File: src/rtl/sar_threshold_search_pkg.sv
// Shared definitions for the successive-approximation threshold search:
// state encoding and the default code width / verdict timeout.
package sar_threshold_search_pkg;

  // Code width, shared with the three cascaded 3-bit comparator slices.
  localparam int SAR_W       = 9;
  localparam int SAR_TIMEOUT = 255;

  typedef enum logic [1:0] {
    ST_IDLE  = 2'd0,
    ST_TRIAL = 2'd1,
    ST_DONE  = 2'd2
  } sar_state_e;

endpackage

File: src/rtl/sar_timeout_counter.sv
// Counts trial cycles spent waiting for a comparator verdict.
// expired_o flags that one more waiting cycle reaches TIMEOUT.
module sar_timeout_counter #(
  parameter int TIMEOUT = 255,
  parameter int CW      = $clog2(TIMEOUT + 1)
) (
  input  logic clk,
  input  logic rst_n,
  input  logic clear_i,
  input  logic inc_i,
  output logic expired_o
);

  localparam logic [CW-1:0] LAST = CW'(TIMEOUT - 1);

  logic [CW-1:0] count_q, count_d;

  always_comb begin
    count_d = count_q;
    if (clear_i) begin
      count_d = '0;
    end else if (inc_i) begin
      count_d = count_q + 1'b1;
    end
  end

  always_ff @(posedge clk or negedge rst_n) begin
    if (!rst_n) begin
      count_q <= '0;
    end else begin
      count_q <= count_d;
    end
  end

  assign expired_o = (count_q == LAST);

endmodule

File: src/rtl/sar_threshold_search.sv
// Successive-approximation controller: issues MSB-first trial codes to the
// comparator chain and converges on the measured value from L/E/G verdicts.
module sar_threshold_search
  import sar_threshold_search_pkg::*;
#(
  parameter int W       = SAR_W,
  parameter int TIMEOUT = SAR_TIMEOUT
) (
  input  logic         clk,
  input  logic         rst_n,
  input  logic         start,
  output logic [W-1:0] trial,
  output logic         trial_valid,
  input  logic         cmp_valid,
  input  logic         cmp_lt,
  input  logic         cmp_eq,
  input  logic         cmp_gt,
  output logic         busy,
  output logic         done,
  output logic [W-1:0] result,
  output logic         exact,
  output logic         error,
  output logic [1:0]   dbg_state
);

  localparam int            KW    = (W > 1) ? $clog2(W) : 1;
  localparam logic [KW-1:0] K_TOP = KW'(W - 1);
  localparam logic [W-1:0]  ONE   = W'(1);

  // Handshake: trial is held stable while trial_valid=1; a verdict is
  // consumed only on a rising edge where cmp_valid=1, otherwise cmp_* are
  // ignored. A new trial (or the end of the search) follows every accepted
  // verdict on the next cycle.
  sar_state_e    state_q, state_d;
  logic [W-1:0]  acc_q, acc_d;
  logic [W-1:0]  trial_q, trial_d;
  logic [W-1:0]  result_q, result_d;
  logic [KW-1:0] k_q, k_d;
  logic          trial_valid_q, trial_valid_d;
  logic          busy_q, busy_d;
  logic          done_q, done_d;
  logic          exact_q, exact_d;
  logic          error_q, error_d;

  logic          cnt_clear, cnt_inc, cnt_expired;
  logic          v_eq, v_gt, v_bad, fin;
  logic [W-1:0]  acc_new;

  sar_timeout_counter #(.TIMEOUT(TIMEOUT)) u_timeout (
    .clk       (clk),
    .rst_n     (rst_n),
    .clear_i   (cnt_clear),
    .inc_i     (cnt_inc),
    .expired_o (cnt_expired)
  );

  always_comb begin
    state_d       = state_q;
    acc_d         = acc_q;
    trial_d       = trial_q;
    result_d      = result_q;
    k_d           = k_q;
    trial_valid_d = trial_valid_q;
    busy_d        = busy_q;
    done_d        = 1'b0;
    exact_d       = exact_q;
    error_d       = error_q;
    cnt_clear     = 1'b0;
    cnt_inc       = 1'b0;
    v_eq          = 1'b0;
    v_gt          = 1'b0;
    v_bad         = 1'b0;
    fin           = 1'b0;
    acc_new       = acc_q;

    case (state_q)
      ST_IDLE: begin
        if (start) begin
          acc_d         = '0;
          k_d           = K_TOP;
          trial_d       = ONE << K_TOP;
          trial_valid_d = 1'b1;
          busy_d        = 1'b1;
          result_d      = '0;
          exact_d       = 1'b0;
          error_d       = 1'b0;
          cnt_clear     = 1'b1;
          state_d       = ST_TRIAL;
        end
      end

      ST_TRIAL: begin
        if (cmp_valid) begin
          cnt_clear = 1'b1;
          // Exactly one verdict line must be high; anything else aborts.
          case ({cmp_lt, cmp_eq, cmp_gt})
            3'b100:  begin end
            3'b010:  v_eq  = 1'b1;
            3'b001:  v_gt  = 1'b1;
            default: v_bad = 1'b1;
          endcase
          acc_new = v_gt ? (acc_q | (ONE << k_q)) : acc_q;
          if (v_bad) begin
            fin      = 1'b1;
            result_d = acc_q;
            exact_d  = 1'b0;
            error_d  = 1'b1;
          end else if (v_eq) begin
            fin      = 1'b1;
            result_d = trial_q;
            exact_d  = 1'b1;
          end else if (k_q == '0) begin
            fin      = 1'b1;
            result_d = acc_new;
            exact_d  = 1'b0;
          end else begin
            acc_d   = acc_new;
            k_d     = k_q - 1'b1;
            trial_d = acc_new | (ONE << (k_q - 1'b1));
          end
        end else if (cnt_expired) begin
          fin      = 1'b1;
          result_d = acc_q;
          exact_d  = 1'b0;
          error_d  = 1'b1;
        end else begin
          cnt_inc = 1'b1;
        end
      end

      ST_DONE: state_d = ST_IDLE;

      default: state_d = ST_IDLE;
    endcase

    if (fin) begin
      state_d       = ST_DONE;
      done_d        = 1'b1;
      trial_valid_d = 1'b0;
      busy_d        = 1'b0;
      trial_d       = '0;
    end
  end

  always_ff @(posedge clk or negedge rst_n) begin
    if (!rst_n) begin
      state_q       <= ST_IDLE;
      acc_q         <= '0;
      trial_q       <= '0;
      result_q      <= '0;
      k_q           <= K_TOP;
      trial_valid_q <= 1'b0;
      busy_q        <= 1'b0;
      done_q        <= 1'b0;
      exact_q       <= 1'b0;
      error_q       <= 1'b0;
    end else begin
      state_q       <= state_d;
      acc_q         <= acc_d;
      trial_q       <= trial_d;
      result_q      <= result_d;
      k_q           <= k_d;
      trial_valid_q <= trial_valid_d;
      busy_q        <= busy_d;
      done_q        <= done_d;
      exact_q       <= exact_d;
      error_q       <= error_d;
    end
  end

  assign trial       = trial_q;
  assign trial_valid = trial_valid_q;
  assign busy        = busy_q;
  assign done        = done_q;
  assign result      = result_q;
  assign exact       = exact_q;
  assign error       = error_q;
  assign dbg_state   = state_q;

endmodule

File: config.mk
export PLATFORM = sky130hd
export DESIGN_NAME = sar_threshold_search
export DESIGN_NICKNAME = d
export VERILOG_FILES = /design/src/rtl/sar_threshold_search_pkg.sv /design/src/rtl/sar_timeout_counter.sv /design/src/rtl/sar_threshold_search.sv
export SDC_FILE = /design/constraint.sdc
export NUM_CORES = 1
export LEC_CHECK = 0
export BUFFER_PORTS_ARGS = -buffer_cell sky130_fd_sc_hd__buf_2
export CAP_MARGIN = 20
export CELL_PAD_IN_SITES_DETAIL_PLACEMENT = 1
export CELL_PAD_IN_SITES_GLOBAL_PLACEMENT = 1
export CORE_MARGIN = 2
export CORE_UTILIZATION = 35
export DETAILED_ROUTE_END_ITERATION = 16
export PLACE_DENSITY_LB_ADDON = 0.1
export RECOVER_POWER = 25
export SYNTH_ARGS = -nofsm -noshare
export SYNTH_HDL_FRONTEND = slang
export SYNTH_HIERARCHICAL = 1
export SYNTH_SLANG_ARGS = --single-unit
File: constraint.sdc
create_clock -name clk -period 1.8 [get_ports clk]
set_input_delay 0.18 -clock clk [delete_from_list [all_inputs] [get_ports clk]]
set_output_delay 0.18 -clock clk [all_outputs]
set_load 0.01 [all_outputs]
Word-level counts from Yosys, hierarchy flattened

Cells that the tools add are included.

Input port bits: 7
Output and inout port bits: 25
Logic and storage cells: 116
Flip-flop bits (word level): 45

Shift operators: 2
Multiplexer cells: 67
Bitwise operators: 2
Eq/ne operators: 19
Reduce and logical (&&, ||, !) cells: 14
Add/sub/neg operators: 2

Operators with widths:

| cell                | count |
|---|---|
| $mux 9              | 17 |
| $pmux 9 s2          | 3 |
| $mux 1              | 33 |
| $mux 4              | 5 |
| $ne 3x3->1 const B  | 6 |
| $or 9x9->9          | 2 |
| $shl 1x4->9 const A | 2 |
| $mux 8              | 2 |
| $ne 2x2->1 const B  | 6 |
| $reduce_and 6->1    | 2 |
| $add 8x1->8 const B | 1 |
| $eq 8x8->1 const B  | 1 |
| $pmux 4 s2          | 1 |
| $reduce_and 4->1    | 2 |
| $reduce_bool 2->1   | 4 |
| $pmux 1 s2          | 3 |
| $ne 5x3->1 const B  | 1 |
| $logic_not 4->1     | 1 |
| $mux 2              | 2 |
| $pmux 2 s2          | 1 |
| $reduce_and 2->1    | 2 |
| $sub 4x1->4 const B | 1 |
| $eq 3x1->1 const B  | 1 |
| $eq 3x2->1 const B  | 1 |
| other kinds (6)     | 6 |

Depth between registers and ports, before layout

Gate-level depths: netlist (run 1).

Word-level depth: 12
Depth in mapped cells: 9
Depth with buffers taken out: 8

Modules after synthesis

Netlist (run 1), hierarchy kept.

Modules (own cells, without submodules):

| module               | seq. area each (sq um) | instances | area each (sq um) | cells each |
|---|---|---|---|---|
| sar_threshold_search | 927.1                  | 1         | 2029.4            | 227 |
| sar_timeout_counter  | 200.2                  | 1         | 410.4             | 41 |

Least setup slack after synthesis (run 1)

OpenSTA, ideal clock, no wires.

Path kind: flip-flop to flip-flop
Start: register k_q[0]
End: register result_q[1], in the netlist result[1]
Path slack: 0.013 ns
Buffers on the path: 1
Period minus slack after synthesis: 1.787 ns
Stages on the path, launching flop included: 9
Required time: 1.678 ns
Arrival: 1.665 ns
Path through: dfrtp_1 > inv_1 > ha_1 > nor3b_2 > o32a_1 > and2_1 > buf_6 > o21ai_0 > o21ai_1

Longest elaborated chain between the ends: 8

RTL lines:

| element                  | line                        | RTL |
|---|---|---|
| start: declaration       | sar_threshold_search.sv:38  | `logic [KW-1:0] k_q, k_d;` |
| start signal: assignment | sar_threshold_search.sv:162 | `k_q <= k_d;` |
| $shl 1x4->9              | sar_threshold_search.sv:102 | `acc_new = v_gt ? (acc_q \| (ONE << k_q)) : acc_q;` |
| $or 9x9->9               | sar_threshold_search.sv:102 |  |
| $mux 9                   | sar_threshold_search.sv:102 |  |
| $mux 9                   | sar_threshold_search.sv:112 | `end else if (k_q == '0) begin` |
| $mux 9                   | sar_threshold_search.sv:108 | `end else if (v_eq) begin` |
| $mux 9                   | sar_threshold_search.sv:103 | `if (v_bad) begin` |
| $mux 9                   | sar_threshold_search.sv:93  | `if (cmp_valid) begin` |
| $pmux 9 s2               | sar_threshold_search.sv:76  | `case (state_q)` |
| end signal: assignment   | sar_threshold_search.sv:161 | `result_q <= result_d;` |
| end: declaration         | sar_threshold_search.sv:37  | `logic [W-1:0] result_q, result_d;` |

Parallel ways exist; a longest one is shown, timed or not. The select of a mux whose other input is x is not followed.
A chain may end at the register's enable or synchronous reset.

Worst setup path after layout (run 1)

Start: register k_q[0]
End: register trial_q[4], in the netlist trial[4]

Longest elaborated chain between the ends: 10

RTL lines:

| element                                                              | line                        | RTL |
|---|---|---|
| parallel branches: the longest is 10 deep, another holds $sub 4x1->4 | n/a                         |  |
| end signal: assignment                                               | sar_threshold_search.sv:160 | `trial_q <= trial_d;` |
| end: declaration                                                     | sar_threshold_search.sv:36  | `logic [W-1:0] trial_q, trial_d;` |

Parallel ways; which one is timed is not known. The select of a mux whose other input is x is not followed.

==> impl_metrics.env, run 1 <==
export IMPL_dr_total_vias=2346
export IMPL_final_common_cell="dfrtp_1"
export IMPL_nets=357
export IMPL_placed_cell_area_sq_um=2880
export IMPL_hold_path_class="primary input to flop"
export IMPL_clock_latency_ns=0.31
export IMPL_stdcell_count=422
export IMPL_worstPathRequired_ns=2.04
export IMPL_antenna_found_initial=0
export IMPL_grt_pass1_vias=2263
export IMPL_highest_layer="met4"
export IMPL_antenna_cells=0
export IMPL_ys_seq_area_share_pct=46.2
export IMPL_dp_cells=397
export IMPL_drt_iter0_drc=169
export IMPL_cp_arrival_ns=2.01
export IMPL_synth_distinct_cells=42
export IMPL_crit_type="flop to flop"
export IMPL_drv_slew=0
export IMPL_dr_pass1_iters=4
export IMPL_p_leak_nw=1.57
export IMPL_cts_tree="built"
export IMPL_placementRows=30
export IMPL_worstMarginPinSlew_ns=1.15
export IMPL_gp_congestion=0.817
export IMPL_finClkSkew_ns=0.0137
export IMPL_synth_warnings=6
export IMPL_clk_pin_slew_ns=0.10
export IMPL_wl_per_cell_um=19.6
export IMPL_cp_start_kind="flop"
export IMPL_syn_nets=284
export IMPL_overflow=0
export IMPL_final_layout_size_suffix_gt1_share_pct=35.7
export IMPL_syn_instance_count=268
export IMPL_cap_violations=0
export IMPL_peakVddDrop_v=0.000709
export IMPL_wl_met1_um=3850
export IMPL_drc_errors=0
export IMPL_fin_crit_sh_pct=98.3
export IMPL_numPortBuffers=31
export IMPL_final_cell_mix="dfrtp_1 (43), buf_4 (40), nand2_1 (32)"
export IMPL_relSlewSlack_pct=23.2
export IMPL_place_hpwl_um=5130
export IMPL_area_growth_pct=38.9
export IMPL_hold_viol_final=0
export IMPL_grt_max_degree=46
export IMPL_critPathCaptureType="flop"
export IMPL_worstPathCellList="inv_2 > ha_4 > nor3b_4 > buf_6 > nor3_4 > o21ai_4 > buf_12 > buf_12 > nand3_2 > o21ai_1"
export IMPL_cp_slowest_cell="dfrtp_1"
export IMPL_drt_total_wl_um=8250
export IMPL_die_w_um=87.5
export IMPL_die_area_sq_um=7650
export IMPL_root_buffer="clkbuf_8"
export IMPL_via_per_inst=5.56
export IMPL_cpMostUsedCell="buf_12"
export IMPL_cts_sinks=45
export IMPL_total_power_w=0.00506
export IMPL_ant_nets=0
export IMPL_die_h_um=87.5
export IMPL_clock_path_buffers=2
export IMPL_numCtsBuffers=5
export IMPL_fin_setup_tns_ns=0
export IMPL_period_needed_ns=1.77
export IMPL_crit_path_max_incr_delay_ns=0.41
export IMPL_wl_met3_um=382
export IMPL_synth_seq_cells=45
export IMPL_dr_wl_met2_um=3890
export IMPL_num_io_pins=32
export IMPL_avgSynthCellArea_sq_um=9.10
export IMPL_rsz0062_at_grt="yes"
export IMPL_coreArea_sq_um=6760
export IMPL_cp_max_fo=5
export IMPL_grt_usage_pct=20.5
export IMPL_max_clock_freq_mhz=565
export IMPL_htreeDepth=2
export IMPL_start_util_pct=36.1
export IMPL_grt_pass1_wl_um=12000
export IMPL_final_area_sq_um=3390
export IMPL_syn_area_sq_um=2440
export IMPL_finalSetupViolCount=0
export IMPL_power_density_nw_per_um2=1490
export IMPL_status="complete, no violations"
final timing paths:
kind                       slack, ns                  start  depth (start not counted)                       end
hold reg to reg                 0.47  result[5]$_DFFE_PN0P_                          2     result[5]$_DFFE_PN0P_
setup reg to reg                0.03     k_q[0]$_DFFE_PN0P_                         10      trial[4]$_DFFE_PN0P_
min in group asynchronous       0.71                  rst_n                          3      acc_q[4]$_DFFE_PN0P_
max in group asynchronous       0.33                  rst_n                          3        k_q[2]$_DFFE_PN0P_
setup / recovery                0.03     k_q[0]$_DFFE_PN0P_                         10      trial[4]$_DFFE_PN0P_
hold / removal                  0.30                  start                          4  dbg_state[0]$_DFFE_PN0P_
cell usage after synthesis:
cell | count | area (sq um)
nor3_1 | 6 | 30.0
buf_4 | 3 | 22.5
mux2i_1 | 1 | 10.0
a211oi_1 | 2 | 15.0
nand3_1 | 17 | 85.1
a2bb2oi_1 | 1 | 8.76
xor2_1 | 5 | 43.8
o221ai_1 | 6 | 52.6
o21a_1 | 2 | 15.0
nor3b_1 | 1 | 7.51
clkbuf_1 | 5 | 18.8
o211ai_1 | 1 | 7.51
dfstp_2 | 1 | 26.3
a21oi_1 | 15 | 75.1
a21boi_0 | 3 | 22.5
or3_1 | 3 | 18.8
inv_1 | 8 | 30.0
nor3b_2 | 1 | 12.5
o211a_1 | 1 | 10.0
nor2_1 | 21 | 78.8
a21o_1 | 1 | 7.51
o21ai_0 | 26 | 130
nor4b_4 | 1 | 23.8
nand2b_1 | 5 | 31.3
o32a_1 | 1 | 10.0
dfrtp_1 | 44 | 1100
ha_1 | 9 | 113
nand3b_1 | 1 | 7.51
nand2_1 | 32 | 120
o21ai_1 | 7 | 35.0
a21oi_2 | 1 | 8.76
buf_2 | 7 | 35.0
nand4_4 | 1 | 21.3
a31oi_1 | 3 | 18.8
o31ai_1 | 7 | 52.6
and2_1 | 5 | 31.3
and3_1 | 4 | 25.0
xnor2_1 | 2 | 17.5
nand4_1 | 3 | 18.8
nor2b_1 | 2 | 12.5
or2_2 | 1 | 6.26
buf_6 | 2 | 22.5
layer usage:
metal,track usage [%],vias up
li1,-,1089
met1,28.9,1179
met2,32.5,64
met3,4.17,14
met4,4.62,0
met5,0,-
registers in the layout (all words and copies together), names as in the netlist:
signal and count:
acc_q 9, done 1, error 1, result 9, k_q 4, exact 1
trial 9, busy 1, dbg_state 2, u_timeout/count_q 8
power breakdown:
part | leakage, nW | internal, W | total [W] | switching, W
Sequential | 0.607 | 0.00123 | 0.00142 | 0.000193
Clock | 0.0687 | 0.000560 | 0.000961 | 0.000401
Combinational | 0.892 | 0.00122 | 0.00268 | 0.00147
final cells by class:
class | instances | area, sq um
clock buffer | 5 | 68.8
clock inverter | 3 | 68.8
fill | 786 | 3370
inverter | 8 | 30.0
multi-input combinational | 198 | 1350
sequential | 45 | 1130
tap | 80 | 100
timing repair buffer | 83 | 642
kinds of logic (layout without fill, tap and decap cells):
| kind of cell | count (synthesis) | after routing | share of synthesized area [%] |
|---|---|---|---|
| AO/OA/AOI/OAI | 77 | 77 | 19.2 |
| XOR/XNOR | 7 | 7 | 2.51 |
| adder cells (fa/ha/maj) | 9 | 9 | 4.62 |
| buffers and inverters | 25 | 99 | 5.28 |
| flip-flops | 45 | 45 | 46.2 |
| multiplexers | 1 | 1 | 0.410 |
| AND/OR/NAND/NOR | 104 | 104 | 21.7 |
repair_timing:
action,4_1_cts,5_1_grt
buffers inserted,0,11
endpoints found under the hold margin,44,0
pin swaps,1,9
gates cloned,0,5
hold buffers,1,0
gates resized for setup,8,35
endpoints found under the setup margin,15,33
per-stage QoR:
stage / hold slack, ns / util (%) / worst slack (ns)
CTS: 0.295 / 45.1 / 0.00954
floorplan: -0.116 / - / 0.0128
detailed placement: 0.316 / 42.6 / -0.100
finish: 0.296 / 50.1 / 0.0309
global route: 0.323 / 50.1 / -0.0687
global placement: 0.310 / 42.6 / -0.0229
critical path: cells and delay by family (launching register included):
family                   cells  cell delay, ns
AO/OA/AOI/OAI                2            0.29
adder cells (fa/ha/maj)      1            0.14
buffers and inverters        4            0.52
flip-flops                   1            0.41
AND/OR/NAND/NOR              3            0.33
Note: power is estimated with default switching activity, not from simulation.
==> inputs of run 2 (changes only) <==
clock period = 2.2 ns   (was 1.8 ns; I/O delays follow)
==> run 2 against run 1 <==
Clock power shrank 29%. Non-clock buffer count fell by 40. Via count shrank 12%. Total power fell by 37%. Routed wire length fell by 18%. Largest cell class unchanged.
==> impl_metrics.env, run 2 (synthesis results as in run 1) <==
export IMPL_status="complete, no violations"
export IMPL_max_clock_freq_mhz=494
export IMPL_clock_latency_ns=0.31
export IMPL_clock_path_buffers=2
export IMPL_grt_usage_pct=19.5
export IMPL_htreeDepth=2
export IMPL_die_area_sq_um=7650
export IMPL_cp_arrival_ns=2.27
export IMPL_worstPathRequired_ns=2.45
export IMPL_stdcell_count=382
export IMPL_rsz0062_at_grt="no"
export IMPL_cts_setup_buffers=0
export IMPL_cp_slowest_cell="o32a_1"
export IMPL_period_needed_ns=2.03
export IMPL_finalSetupViolCount=0
export IMPL_dr_pass1_iters=4
export IMPL_numCtsBuffers=5
export IMPL_nets=317
export IMPL_hold_ws_ns=0.320
export IMPL_final_cell_mix="dfrtp_1 (44), nand2_1 (32), o21ai_0 (26)"
export IMPL_hold_path_class="primary input to flop"
export IMPL_final_layout_size_suffix_gt1_share_pct=14.2
export IMPL_antenna_found_initial=0
export IMPL_cap_violations=0
export IMPL_p_leak_nw=1.24
export IMPL_fin_setup_tns_ns=0
export IMPL_finClkSkew_ns=0.0112
export IMPL_power_density_nw_per_um2=1130
export IMPL_wl_per_cell_um=17.8
export IMPL_rrSetupSlack_ns=0.17
export IMPL_grt_pass1_vias=2008
export IMPL_grt_pass1_wl_um=11300
export IMPL_placementRows=30
export IMPL_ant_nets=0
export IMPL_die_h_um=87.5
export IMPL_hold_viol_final=0
export IMPL_drv_slew=0
export IMPL_drt_iter0_drc=100
export IMPL_start_util_pct=36.1
export IMPL_worstMarginPinSlew_ns=0.941
export IMPL_multi_input_area_sq_um=1190
export IMPL_worstHoldPathCells=4
export IMPL_drc_errors=0
export IMPL_clk_pin_slew_ns=0.10
export IMPL_num_io_pins=32
export IMPL_worstPathCellList="inv_1 > ha_1 > nor3b_2 > o32a_1 > a21oi_2 > buf_4 > nand2_1 > o21ai_1"
export IMPL_fin_crit_sh_pct=92.1
export IMPL_area_growth_pct=15.1
export IMPL_via_per_inst=5.41
export IMPL_cp_start_kind="flop"
export IMPL_numPortBuffers=31
export IMPL_crit_path_max_incr_delay_ns=0.43
export IMPL_dr_total_vias=2068
export IMPL_antenna_cells=0
export IMPL_cts_tree="built"
export IMPL_peakVddDrop_v=0.000412
export IMPL_root_buffer="clkbuf_8"
export IMPL_place_hpwl_um=4920
export IMPL_dp_cells=373
export IMPL_die_w_um=87.5
export IMPL_seq_area_sq_um=1130
export IMPL_final_common_cell="dfrtp_1"
export IMPL_relSlewSlack_pct=37.3
export IMPL_crit_type="flop to flop"
export IMPL_cts_sinks=45
export IMPL_total_power_w=0.00317
export IMPL_gp_congestion=0.768
export IMPL_drt_total_wl_um=6790
export IMPL_coreArea_sq_um=6760
export IMPL_overflow=0
export IMPL_cp_max_fo=9
export IMPL_worstRegToRegCells=8
export IMPL_fillers=795
export IMPL_grt_max_degree=39
export IMPL_critPathCaptureType="flop"
## run 2: stage by stage
stage          util [%]  setup WS (ns)  area (sq um)
2_1_floorplan         -          0.413          2440
3_3_place_gp       39.9          0.193          2700
3_5_place_dp       39.9          0.141          2700
4_1_cts            41.8          0.120          2830
5_1_grt            41.6         0.0124          2810
6_report           41.6          0.174          2810
## run 2: area by class of cell
| type | count | area share, % |
|---|---|---|
| clock buffers | 6 | 2.94 |
| clock inverters | 2 | 1.34 |
| inverters | 8 | 1.07 |
| multi-input cells | 198 | 42.3 |
| flip-flops and latches | 45 | 40.2 |
| well taps | 80 | 3.57 |
| repair buffers | 43 | 8.60 |
## run 2: critical path: cells and delay by family (launching register included)
family                   cells  cell delay, ns
flip-flops                   1            0.42
AND/OR/NAND/NOR              2            0.25
AO/OA/AOI/OAI                3            0.75
buffers and inverters        2            0.32
adder cells (fa/ha/maj)      1            0.23
## run 2: path summary, 6_finish.rpt
check / from / to
setup / recovery: k_q[0]$_DFFE_PN0P_ / result[1]$_DFFE_PN0P_
setup reg to reg: k_q[0]$_DFFE_PN0P_ / result[1]$_DFFE_PN0P_
min in group asynchronous: rst_n / u_timeout/count_q[1]$_DFFE_PN0P_
hold reg to reg: result[5]$_DFFE_PN0P_ / result[5]$_DFFE_PN0P_
max in group asynchronous: rst_n / acc_q[2]$_DFFE_PN0P_
hold / removal: start / dbg_state[0]$_DFFE_PN0P_
## run 2: routing by layer
metal / up-vias / global-route usage (%) / routed length (um)
met4: 0 / 5.03 / 78
met1: 1027 / 28.3 / 3440
met3: 6 / 3.13 / 178
met5: - / 0 / 0
li1: 1009 / - / -
met2: 26 / 30.2 / 3090
## run 2: where the power goes
part / switching [W] / total (W) / internal, W
Clock: 0.000316 / 0.000686 / 0.000370
Sequential: 0.000178 / 0.00118 / 0.00100
Combinational: 0.000831 / 0.00131 / 0.000477
Total: 0.00133 / 0.00317 / 0.00185
## run 2: what timing repair did
action                                 4_1_cts  5_1_grt
hold buffers                                 1        0
gates resized for setup                      0        1
setup endpoints to repair                    0        5
endpoints found under the hold margin       13        0
